[src/rtl/wave_sequencer.sv]
// wave_sequencer
// Playlist controller for the waveform generator. A small table of
// (wave select, dwell) entries is written through the cfg port. A start
// request plays the entries in order. It drives waveSelector for each entry
// and holds it for dwell sample ticks. It also generates the genEn sample
// tick that paces the wave blocks.
//
// Ports:
//   clk, rst      system clock (rising edge), asynchronous active-high reset
//   cfgWe/cfgAddr/cfgSel/cfgDwell   playlist entry write port, usable any time
//   numEntries, divisor, loop       playback parameters, latched on an accepted start
//   start, stop   begin playback (only from idle) / abort playback
//   waveSelector  wave code to the generator, 3'b111 (silent) when not playing
//   genEn         one-clock sample tick, period divisor+1 clocks
//   curIdx        index of the entry being played
//   busy          high while loading or running an entry
//   done          one-clock pulse when a non-looping playlist completes
module wave_sequencer #(
    parameter int DEPTH   = 8,
    parameter int DWELL_W = 16,
    parameter int DIV_W   = 8
) (
    input  logic                       clk,
    input  logic                       rst,
    input  logic                       cfgWe,
    input  logic [$clog2(DEPTH)-1:0]   cfgAddr,
    input  logic [2:0]                 cfgSel,
    input  logic [DWELL_W-1:0]         cfgDwell,
    input  logic [$clog2(DEPTH):0]     numEntries,
    input  logic [DIV_W-1:0]           divisor,
    input  logic                       loop,
    input  logic                       start,
    input  logic                       stop,
    output logic [2:0]                 waveSelector,
    output logic                       genEn,
    output logic [$clog2(DEPTH)-1:0]   curIdx,
    output logic                       busy,
    output logic                       done
);

    localparam int AW = $clog2(DEPTH);
    localparam logic [AW:0] DEPTH_N = (AW+1)'(DEPTH);
    localparam logic [2:0]  SEL_OFF = 3'b111;

    typedef enum logic [1:0] {
        S_IDLE,
        S_LOAD,
        S_RUN,
        S_FINISH
    } state_t;

    state_t               state_q, state_d;
    logic [2:0]           wsel_q, wsel_d;
    logic [AW-1:0]        curIdx_q, curIdx_d;
    logic [DWELL_W-1:0]   dwellCnt_q, dwellCnt_d;
    logic [DIV_W-1:0]     divCnt_q, divCnt_d;
    logic [AW:0]          numEnt_q, numEnt_d;
    logic [DIV_W-1:0]     div_q, div_d;
    logic                 loop_q, loop_d;

    logic [2:0]           selMem   [DEPTH];
    logic [DWELL_W-1:0]   dwellMem [DEPTH];

    logic                 tick;
    logic                 lastEntry;
    logic                 numValid;
    logic [DWELL_W-1:0]   memDwell;

    // The playlist RAM has no reset. A write and a LOAD read of the same entry
    // in the same clock give the LOAD the old contents, because the read happens
    // combinationally before this edge commits the write.
    always_ff @(posedge clk) begin
        if (cfgWe) begin
            selMem[cfgAddr]   <= cfgSel;
            dwellMem[cfgAddr] <= cfgDwell;
        end
    end

    assign tick      = (state_q == S_RUN) && (divCnt_q == div_q);
    assign lastEntry = ({1'b0, curIdx_q} == (numEnt_q - (AW+1)'(1)));
    assign numValid  = (numEntries != '0) && (numEntries <= DEPTH_N);
    assign memDwell  = dwellMem[curIdx_q];

    always_ff @(posedge clk or posedge rst) begin
        if (rst) begin
            state_q    <= S_IDLE;
            wsel_q     <= SEL_OFF;
            curIdx_q   <= '0;
            dwellCnt_q <= '0;
            divCnt_q   <= '0;
            numEnt_q   <= '0;
            div_q      <= '0;
            loop_q     <= 1'b0;
        end else begin
            state_q    <= state_d;
            wsel_q     <= wsel_d;
            curIdx_q   <= curIdx_d;
            dwellCnt_q <= dwellCnt_d;
            divCnt_q   <= divCnt_d;
            numEnt_q   <= numEnt_d;
            div_q      <= div_d;
            loop_q     <= loop_d;
        end
    end

    // A stop is checked before the tick. This lets an abort win over a final
    // tick that arrives in the same clock. A dwell of 0 loads as 1. The dwell
    // counter therefore never goes below 1, and no rollover is possible.
    always_comb begin
        state_d    = state_q;
        wsel_d     = wsel_q;
        curIdx_d   = curIdx_q;
        dwellCnt_d = dwellCnt_q;
        divCnt_d   = divCnt_q;
        numEnt_d   = numEnt_q;
        div_d      = div_q;
        loop_d     = loop_q;
        case (state_q)
            S_IDLE: begin
                wsel_d = SEL_OFF;
                if (start && !stop && numValid) begin
                    numEnt_d = numEntries;
                    div_d    = divisor;
                    loop_d   = loop;
                    curIdx_d = '0;
                    state_d  = S_LOAD;
                end
            end
            S_LOAD: begin
                if (stop) begin
                    wsel_d  = SEL_OFF;
                    state_d = S_IDLE;
                end else begin
                    wsel_d     = selMem[curIdx_q];
                    dwellCnt_d = (memDwell == '0) ? DWELL_W'(1) : memDwell;
                    divCnt_d   = '0;
                    state_d    = S_RUN;
                end
            end
            S_RUN: begin
                if (stop) begin
                    wsel_d  = SEL_OFF;
                    state_d = S_IDLE;
                end else if (tick) begin
                    divCnt_d = '0;
                    if (dwellCnt_q == DWELL_W'(1)) begin
                        if (!lastEntry) begin
                            curIdx_d = curIdx_q + AW'(1);
                            state_d  = S_LOAD;
                        end else if (loop_q) begin
                            curIdx_d = '0;
                            state_d  = S_LOAD;
                        end else begin
                            wsel_d  = SEL_OFF;
                            state_d = S_FINISH;
                        end
                    end else begin
                        dwellCnt_d = dwellCnt_q - DWELL_W'(1);
                    end
                end else begin
                    divCnt_d = divCnt_q + DIV_W'(1);
                end
            end
            S_FINISH: begin
                wsel_d  = SEL_OFF;
                state_d = S_IDLE;
            end
            default: begin
                wsel_d  = SEL_OFF;
                state_d = S_IDLE;
            end
        endcase
    end

    // All outputs are decoded from registered state only.
    assign waveSelector = wsel_q;
    assign genEn        = tick;
    assign curIdx       = curIdx_q;
    assign busy         = (state_q == S_LOAD) || (state_q == S_RUN);
    assign done         = (state_q == S_FINISH);

endmodule
[config.mk]
export PLATFORM = sky130hd
export DESIGN_NAME = wave_sequencer
export DESIGN_NICKNAME = d
export VERILOG_FILES = /design/src/rtl/wave_sequencer.sv
export SDC_FILE = /design/constraint.sdc
export NUM_CORES = 1
export LEC_CHECK = 0
export ABC_AREA = 1
export BUFFER_PORTS_ARGS = -buffer_cell sky130_fd_sc_hd__clkbuf_2
export CAP_MARGIN = 20
export CORE_MARGIN = 3
export CORE_UTILIZATION = 50
export CTS_CLUSTER_SIZE = 40
export DETAILED_ROUTE_END_ITERATION = 10
export PLACE_DENSITY = 0.71
export SYNTH_ARGS = -nofsm -noshare
export SYNTH_HDL_FRONTEND = slang
export SYNTH_SLANG_ARGS = --single-unit
[constraint.sdc]
create_clock -name clk -period 1.95 [get_ports clk]
set_input_delay 0.0975 -clock clk [delete_from_list [all_inputs] [get_ports clk]]
set_output_delay 0.0975 -clock clk [all_outputs]
set_load 0.05 [all_outputs]
# Word level (Yosys, flattened, before mapping)

Memories as Yosys holds them, arrays and structs flattened.
Cells that the tools add are included.

$add $sub $neg: 4
Magnitude comparators: 1
Equality and inequality tests: 17
Multiplexer cells: 34
Reductions and logical operators: 18

Operators with widths:

| cell                    | count |
|---|---|
| $mux W16                | 5 |
| $mux W3                 | 12 |
| $pmux W16 S2            | 1 |
| $mux W8                 | 3 |
| $eq A16 B1 Y1 const B   | 1 |
| $logic_not A16 Y1       | 1 |
| $pmux W8 S2             | 1 |
| $sub A16 B1 Y16 const B | 1 |
| $ne A3 B3 Y1 const B    | 5 |
| $mux W2                 | 7 |
| $ne A2 B2 Y1 const B    | 6 |
| $pmux W3 S3             | 1 |
| $add A8 B1 Y8 const B   | 1 |
| $eq A8 B8 Y1            | 1 |
| $pmux W2 S4             | 1 |
| $pmux W3 S2             | 1 |
| $reduce_and A3 Y1       | 2 |
| $reduce_and A6 Y1       | 1 |
| $reduce_and A5 Y1       | 1 |
| $eq A2 B2 Y1 const B    | 2 |
| $eq A3 B4 Y1            | 1 |
| $le A4 B4 Y1 const B    | 1 |
| $logic_and A1 B1 Y1     | 4 |
| $reduce_and A4 Y1       | 1 |
| other kinds (11)        | 13 |

Flip-flop bits (word level): 45
Bits in writable memories: 152
Input port bits: 40
Output and inout bits: 9
Word-level logic and storage cells: 84
Memories: 2

Memory list:

| name     | depth | width | read ports | clocked after memory_dff | write ports | RTL line | text |
|---|---|---|---|---|---|---|---|
| dwellMem | 8     | 16    | 1          | 0                        | 1           | 62       | `logic [DWELL_W-1:0] dwellMem [DEPTH];` |
| selMem   | 8     | 3     | 1          | 0                        | 1           | 61       | `logic [2:0] selMem [DEPTH];` |

# Depth between registers and ports, before layout

Depth after elaboration: 7
Mapped depth: 16
Depth with buffers taken out: 14

# Least setup slack after synthesis

Ideal clock, no wire load.

Path type: register to output
Start point: reg state_q[0]
End point: out genEn
Data arrival time: 1828 ps
Required time: 1852 ps
Setup slack: 24 ps
Cell stages (with the launch flop): 7
Buffers on the path: 2
Cell sequence: dfrtp_1 > inv_1 > ha_1 > inv_1 > clkbuf_1 > clkbuf_1 > nor2_1

Cells in the longest elaborated chain, start to end: 2

Ends and longest elaborated chain:

| element                | RTL line | text |
|---|---|---|
| from (decl)            | 52       | `state_t state_q, state_d;` |
| from (signal assigned) | 95       | `state_q <= state_d;` |
| $eq A2 B2 Y1           | 79       | `assign tick = (state_q == S_RUN) && (divCnt_q == div_q);` |
| $logic_and A1 B1 Y1    | 79       |  |
| to (decl)              | 35       | `output logic genEn,` |

No other way between the ends.

# Worst setup path in the final report

Same ends and word-level chain as after synthesis.

==> reports/metrics.cfg <==
[drt]
antenna_left=0
first_pass_iters=5
drt_iter0_drc=599
wirelength_um=20100
vias=6602
post_drt_wl_per_cell_um=15.5
via_per_inst=5.11
remaining_drc_errors=0

[synth]
syn_inst=964
yosys_register_bits=197
synth_ff_type=edfxtp_1
yosysWarningCount=0
synth_nets=1014
synth-edff-count=152
synth-seq-area-share_pct=61.9
async_reset_ff_share_pct=22.8
synth_cell_type_count=37
synth.cell_area_mm2=0.00921
synth.avg_cell_area_um2=9.55

[finish]
layout.nets=1105
syn_to_final_growth_pct=18.1
finalInstanceArea_mm2=0.0109
seq_area_mm2=0.00570
final_cell_mix=nand2_1 (338), edfxtp_1 (152), inv_1 (110), nand3_1 (63), nor2_1 (61)
fillCellCount=1424
layout_commonest_cell=nand2_1
diodes=0
drive_gt1_share_pct=14.3
multi_input_area_mm2=0.00290
fin_util_pct=61.6

[worst_setup_path]
critPathRequiredTime_ps=1850
end_kind=output port
critPathSlowestCell=dfrtp_1
crit_path_start_kind=register
crit_cells=7
cp.arrival_ps=1760
cp-startpoint=state_q[0]$_DFFE_PP0P_
timing.rr.start=curIdx[0]$_DFFE_PP0P_
slowest_delay_ps=390
worst-path-buf-inv=5
path_cells=inv_2 > ha_4 > buf_8 > inv_1 > buf_6 > nor2_4 > buf_12
critPathTopFamily=buffers and inverters
r2r.worst_path.cells=10
cp_max_fo=19
path_class=reg -> out

[power]
p_comb_share_pct=32.3
vdd_ir_drop_max_mv=0.871
p_leak_nw=4.76
p_switching_mw=4.75
switching_share_pct=35.7
p_per_area_mw_per_mm2=1220
p_seq_share_pct=40.5
pwr-share-clk_pct=27.1
internal-power_mw=8.54

[sta]
fin_skew_ps=6.82
finalCritPeriodShare_pct=95.2
setup_viol=0
slew_viol_final=0
min_period_ps=1860
clock.fmax_ghz=0.538
worst_pin_slew_ps=768
max-slew-margin-rel_pct=48.5
setup_tns_ps=0
hold_viol=0

[placement]
portBuffers=48
placed_cell_area_mm2=0.00983
dp_hpwl_um=12100
gp_congestion=0.868

[floorplanning]
dieArea_mm2=0.0201
rows=48
die_h_um=142
pin_count=49
initial_utilization_pct=52.1
die_w_um=142
core_area_mm2=0.0177

[status]
outcome=complete, no violations

[cts]
tritoncts=yes
clk_pin_slew_worst_paths_ps=70
root_buffer=clkbuf_16
htreeDepth=4
clkSinkCount=197
clk_latency_ps=440
cts_buffer_depth=2
cts_inserted_buffers=17

[worst_hold_path]
worstHoldStart=numEntries[0]
hold_class=in -> reg
whs_path_depth=3

[grt]
grt_use_total_pct=20.7
grt_max_degree=54
antenna_found_initial=0
grt_pass1_wl_um=32300
first_global_vias=6217
grt_remaining_overflow=0

[run]
maxCapViolations=0

Yosys cell counts (6+ instances only):
cell type  instances  area share [%]
buf_4              6            0.49
ha_1              10             1.4
a221o_1            6            0.65
inv_1            112             4.6
xor2_1             7            0.67
a21oi_1           28             1.5
o21ai_0           21             1.1
edfxtp_1         152              50
buf_2             16            0.87
nand3_1           63             3.4
clkbuf_1           9            0.37
nor2_1            73             3.0
nand2_1          341              14
buf_6              6            0.73
xnor2_1           11             1.0
mux2_2             9             1.1
a31oi_1            7            0.48
dfrtp_1           42              11
routing by layer:
metal / global-route usage (%) / up-vias / part of all wire [%]
li1: - / 3307 / -
met1: 29.1 / 3094 / 45
met2: 33.5 / 169 / 47
met3: 2.93 / 32 / 5.6
met4: 6.87 / 0 / 1.7
met5: 0 / - / 0
path summary, 6_finish.rpt:
path	end	slack, ps
worst min register to register	waveSelector[2]$_DFFE_PP1P_	500
worst min-delay path	numEnt_q[0]$_DFFE_PP0P_	20
worst max register to register	waveSelector[2]$_DFFE_PP1P_	190
min in group asynchronous	dwellCnt_q[4]$_DFFE_PP0P_	230
max in group asynchronous	waveSelector[0]$_DFFE_PP1P_	1110
worst max-delay path	genEn	90
state kept, by name (all words and copies together) (netlist names):
register and flops:
dwellMem 128, state_q 2, div_q 8, divCnt_q 8
curIdx 3, selMem 24, waveSelector 3, loop_q 1
numEnt_q 4, dwellCnt_q 16
cell families (layout without fill, tap and decap cells):
logic type,count (synthesis),count (layout),share of synthesized area [%]
and+or+nand+nor,497,497,21.7
muxes,9,9,1.10
xor gates and xnor gates,18,18,1.71
AOI/OAI and AO/OA,78,78,4.95
adders and majority gates,10,10,1.36
buffers and inverters,155,259,7.31
DFF,197,197,61.9
area by class of cell:
class | count | share of cell area (%)
Sequential cell | 197 | 52.4
Multi-Input combinational cell | 612 | 26.7
Timing Repair Buffer | 110 | 8.67
Inverter | 117 | 4.11
Clock buffer | 17 | 3.91
Tap cell | 225 | 2.59
Clock inverter | 15 | 1.69
per-stage QoR:
step / setup WS, ps / std cells / hold WS (ps) / power (mW)
after floorplan: 24.2 / 964 / 196 / 8.50
after global placement: 133 / 1225 / 149 / 9.43
after detailed placement: 64.2 / 1225 / 158 / 9.52
after CTS: 0.313 / 1291 / 7.09 / 13.3
after global routing: -39.3 / 1293 / 19.6 / 14.2
final: 92.7 / 1293 / 15.1 / 13.3
repair_timing:
item                       4_1_cts  5_1_grt
hold endpoints to repair       183        0
pin swaps                        0        3
setup endpoints to repair        1       23
resized for setup                7       14
buffers inserted                 0        2
hold buffers                    33        0
gates cloned                     1        0
power groups by stage:
stage	Sequential, mW	Clock, mW	Combinational (mW)
finish	5.39	3.61	4.29
global route	5.45	3.86	4.85
CTS	5.38	3.66	4.24
detailed placement	5.46	0	4.06
global placement	5.45	0	3.98
floorplan	5.50	0	3.00
worst min-delay path, cell delays in order:
cell      delay (ps)
clkbuf_2         100
nor2_1            60
a21oi_1          140
Note: power is estimated with default switching activity, not from simulation.
